==> src/rtl/softusb_navre_ctl.sv <==
// Run controller for the navre AVR core: loads pmem from host commands, gates core reset,
// and detects the end-of-program I/O marker. Define SOFTUSB_NAVRE_WDT_EN to add a cycle-limit watchdog.
module softusb_navre_ctl #(
  parameter int unsigned WDT_CYCLES = 10000,
  parameter int unsigned WDT_W      = 14,
  parameter logic [5:0]  DONE_ADR   = 6'h00,
  parameter logic [7:0]  DONE_DAT   = 8'hFE
) (
  input  logic        sys_clk,
  input  logic        sys_rst,
  input  logic        cmd_stb,
  input  logic [1:0]  cmd_op,
  input  logic [9:0]  cmd_adr,
  input  logic [15:0] cmd_dat,
  output logic        cmd_ack,
  output logic        cmd_err,
  output logic        pmem_we,
  output logic [9:0]  pmem_wa,
  output logic [15:0] pmem_wd,
  output logic        core_rst,
  input  logic        io_we,
  input  logic [5:0]  io_a,
  input  logic [7:0]  io_do,
  output logic        running,
  output logic        done,
  output logic        timeout
);

  typedef enum logic [1:0] {S_IDLE, S_RUN, S_DONE, S_TIMEOUT} state_t;

  state_t state, state_nx;
  logic   ack_nx, err_nx, we_nx;
  logic   done_hit, wdt_expire;

  if ((64'd1 << WDT_W) <= 64'(WDT_CYCLES)) begin : g_wdt_w_check
    $error("WDT_W too narrow to hold WDT_CYCLES");
  end

  assign done_hit = (state == S_RUN) && io_we && (io_a == DONE_ADR) && (io_do == DONE_DAT);

`ifdef SOFTUSB_NAVRE_WDT_EN
  logic [WDT_W-1:0] wdt_cnt;

  assign wdt_expire = (state == S_RUN) && (wdt_cnt == WDT_W'(WDT_CYCLES - 1));
  assign timeout    = (state == S_TIMEOUT);

  always_ff @(posedge sys_clk or posedge sys_rst) begin
    if (sys_rst)
      wdt_cnt <= '0;
    else if (state != S_RUN && state_nx == S_RUN)
      wdt_cnt <= '0;
    else if (state == S_RUN && wdt_cnt != '1)
      wdt_cnt <= wdt_cnt + WDT_W'(1);
  end
`else
  assign wdt_expire = 1'b0;
  assign timeout    = 1'b0;
`endif

  // Done marker outranks watchdog expiry, which outranks any host command;
  // a command that loses simply stays pending and is re-evaluated next edge.
  always_comb begin
    state_nx = state;
    ack_nx   = 1'b0;
    err_nx   = 1'b0;
    we_nx    = 1'b0;
    if (done_hit) begin
      state_nx = S_DONE;
    end else if (wdt_expire) begin
      state_nx = S_TIMEOUT;
    end else if (cmd_stb) begin
      ack_nx = 1'b1;
      case (cmd_op)
        2'd0: begin
          if (state == S_RUN) err_nx = 1'b1;
          else                we_nx  = 1'b1;
        end
        2'd1: begin
          if (state == S_RUN) err_nx   = 1'b1;
          else                state_nx = S_RUN;
        end
        2'd2:    state_nx = S_IDLE;
        default: err_nx   = 1'b1;
      endcase
    end
  end

  always_ff @(posedge sys_clk or posedge sys_rst) begin
    if (sys_rst) begin
      state   <= S_IDLE;
      cmd_ack <= 1'b0;
      cmd_err <= 1'b0;
      pmem_we <= 1'b0;
      pmem_wa <= '0;
      pmem_wd <= '0;
    end else begin
      state   <= state_nx;
      cmd_ack <= ack_nx;
      cmd_err <= err_nx;
      pmem_we <= we_nx;
      if (we_nx) begin
        pmem_wa <= cmd_adr;
        pmem_wd <= cmd_dat;
      end
    end
  end

  assign core_rst = (state != S_RUN);
  assign running  = (state == S_RUN);
  assign done     = (state == S_DONE);

endmodule

==> config.mk <==
export PLATFORM = sky130hd
export DESIGN_NAME = softusb_navre_ctl
export DESIGN_NICKNAME = d
export VERILOG_FILES = /design/src/rtl/softusb_navre_ctl.sv
export SDC_FILE = /design/constraint.sdc
export NUM_CORES = 1
export LEC_CHECK = 0
export CAP_MARGIN = 20
export CORE_UTILIZATION = 25
export DETAILED_ROUTE_END_ITERATION = 8
export HOLD_SLACK_MARGIN = 0.03
export PLACE_DENSITY = 0.69
export REMOVE_ABC_BUFFERS = 1
export SETUP_SLACK_MARGIN = 0.2
export SYNTH_ARGS = -nofsm -noshare
export SYNTH_HDL_FRONTEND = slang
export SYNTH_SLANG_ARGS = --single-unit
==> constraint.sdc <==
create_clock -name sys_clk -period 1.45 [get_ports sys_clk]
set_input_delay 0.435 -clock sys_clk [delete_from_list [all_inputs] [get_ports sys_clk]]
set_output_delay 0.435 -clock sys_clk [all_outputs]
set_load 0.005 [all_outputs]
==> impl_metrics.py <==
metrics = {
    "floorplanning": {
        "start_util_pct": 26.2,
        "boundaryPins": 79,
        "fp.dieW_um": 75.7,
        "num_rows": 26,
        "die-area_um2": 5730,
        "fp.dieH_um": 75.7,
        "coreArea_um2": 5170,
    },
    "critical_path": {
        "critical_path_class": "flip-flop to flip-flop",
        "crit_family": "simple AND/OR/NAND/NOR gates",
        "critical_path.cell_chain": "nor2b_4 -> buf_6 -> or3_4 -> buf_16 -> mux2_4",
        "cp.required_ps": 1610,
        "cp_data_arrival_time_ps": 1820,
        "crit_slowest_cell": "or3_4",
        "crit_fanout": 7,
        "critPathMaxStageDelay_ps": 420,
        "path_buf_inv": 2,
        "startpoint_type": "flip-flop",
        "cp-end-kind": "flip-flop",
    },
    "drt": {
        "vias": 1073,
        "wire_per_inst_um": 12.8,
        "ant_nets": 0,
        "drt_iter0_drc": 7,
        "wl_met2_mm": 1.59,
        "dr.pass1.iters": 2,
        "wl_met1_mm": 1.41,
        "highest_layer": "met4",
        "vias_per_cell": 4.06,
        "drcViolationCount": 0,
        "routed-wl-met3_um": 356,
        "totalWireLength_mm": 3.39,
    },
    "sta": {
        "timing.fmax_ghz": 0.603,
        "min_period_over_period_pct": 114,
        "grt_setup_unrepaired": "yes",
        "skew_ps": 7.76,
        "setup_viol": 29,
        "setup_slack_ps": -209,
        "final_max_slew_viol_count": 0,
        "post-route-min-period_ps": 1660,
        "setup_tns_ps": -5340,
        "hold_violations": 0,
    },
    "power": {
        "p_leak_nw": 1.25,
        "power_frac_comb_pct": 33.0,
        "seq_power_share_pct": 39.2,
        "worst_ir_drop_vdd_mv": 0.584,
        "p_sw_mw": 0.732,
        "swShare_pct": 23.4,
        "p_int_mw": 2.40,
        "power_frac_clock_pct": 27.8,
        "power_density_nw_per_um2": 1280,
    },
    "placement": {
        "globalplace.congestion": 0.705,
        "hpwl_mm": 2.13,
        "portBuffers": 77,
    },
    "logic_synthesis": {
        "synthTopCellsByArea": "dfrtp_1 57%, mux2_4 21%, mux2_2 5.8%",
        "avgSynthCellArea_um2": 16.2,
        "synth.largest_area_cell": "dfrtp_1",
        "synth_cell_type_count": 24,
        "synth_ff_type": "dfrtp_1",
        "synth_top_area_share_pct": 57.1,
        "synth_seq_cells": 31,
        "async_flop_share_pct": 100,
        "synth_enable_flop_cells": 0,
        "synth_cells": 84,
        "ys_seq_area_share_pct": 57.1,
        "syn_area_um2": 1360,
        "synth_warnings": 0,
    },
    "run_status": {
        "status": "finished with violations",
        "violations": "setup timing",
    },
    "layout": {
        "final_cell_mix": "34 x clkdlybuf4s50_1, 34 x buf_2, 31 x dfrtp_1, 20 x buf_4, 19 x mux2_4",
        "utilization_pct": 47.1,
        "areaGrowthSynthToFinish_pct": 79.4,
        "drive_gt1_share_pct": 57.2,
        "final_nets": 239,
        "antenna_cells": 0,
    },
    "global_route": {
        "overflow": 0,
        "grt_use_total_pct": 12.0,
        "grt_pass1_wl_mm": 4.82,
        "grt_max_degree": 32,
        "grt_pass1_vias": 1031,
        "antenna_found_initial": 0,
    },
    "clock_network": {
        "cts_buffers": 5,
        "cts_tree": "done",
        "insertion_delay_ps": 280,
        "root_buffer": "clkbuf_8",
        "clockBufferDepth": 2,
        "path_clk_slew_ps": 70,
        "clock_sinks": 31,
        "cts_hold_buf": 0,
        "htreeDepth": 2,
    },
    "flow_run": {
        "cap_violations": 0,
    },
    "min_path": {
        "hp-class": "input port to asynchronous set/reset pin",
    },
}
[through the flow]
step	power, mW	std cells	hold WS (ps)	setup slack [ps]	area [um^2]
floorplan	1.63	80	504	-507	1300
CTS	3.13	260	495	-204	2420
global placement	2.32	234	493	-605	2230
global route	3.31	264	513	-239	2440
finish	3.13	264	493	-209	2440
detailed placement	2.33	234	492	-626	2230
[state kept, by name, summed over array words and instances, names as in the netlist]
register  flops
pmem_wd      16
pmem_we       1
cmd_ack       1
cmd_err       1
pmem_wa      10
state         2
[final cells by class]
class                           count  area (um^2)
Clock inverter                      2         35.0
Inverter                            4         15.0
Timing Repair Buffer              106          903
Multi-Input combinational cell     45          537
Sequential cell                    31          776
Tap cell                           70         87.6
Clock buffer                        6         82.6
Fill cell                         496         2740
[power by group through the flow]
stage	Sequential, mW	Combinational (mW)	Clock, mW
detailed placement	1.26	1.07	0
global route	1.26	1.12	0.934
finish	1.23	1.03	0.869
floorplan	1.27	0.359	0
global placement	1.26	1.06	0
CTS	1.23	0.995	0.901
[synthesized netlist by cell type, types with 2 or more instances]
library cell / number
mux2_4: 19
inv_1: 4
dfrtp_1: 31
a21oi_1: 3
buf_12: 2
mux2_2: 7
[kinds of logic after synthesis]
logic type | synth area share (%)
AOI/OAI and AO/OA | 2.95
muxes | 27.6
buffers and inverters | 5.44
xor gates and xnor gates | 0.645
and+or+nand+nor | 5.99
other | 0.276
DFF | 57.1
[path summary, 6_finish.rpt]
kind                       startpoint     endpoint  slack (ps)  depth (start not counted)
max                          state[0]   pmem_wa[2]        -210                          5
min reg2reg                pmem_wd[5]   pmem_wd[5]         500                          1
max in group asynchronous     sys_rst   pmem_wa[0]         790                          3
max reg2reg                  state[0]   pmem_wa[2]        -210                          5
min in group sys_clk       pmem_wd[5]   pmem_wd[5]         500                          1
min                           sys_rst  pmem_wd[13]         490                          3
[per-layer routing]
metal	track usage (%)	vias up
met5	0	-
met2	19.3	63
met4	4.94	0
li1	-	510
met3	5.56	5
met1	13.8	495
[worst register-to-register path: stages, from the launching register on]
cell     delay, ps
dfrtp_1        380
nor2b_4        140
buf_6          110
or3_4          420
buf_16         190
mux2_4         300
[repair_timing]
item                       4_1_cts  5_1_grt
gates resized for setup        161        2
setup endpoints to repair       63       55
gates cloned                     3        0
buffers inserted                15        4
pin swaps                        8        3
Note: power is estimated with default switching activity, not from simulation.
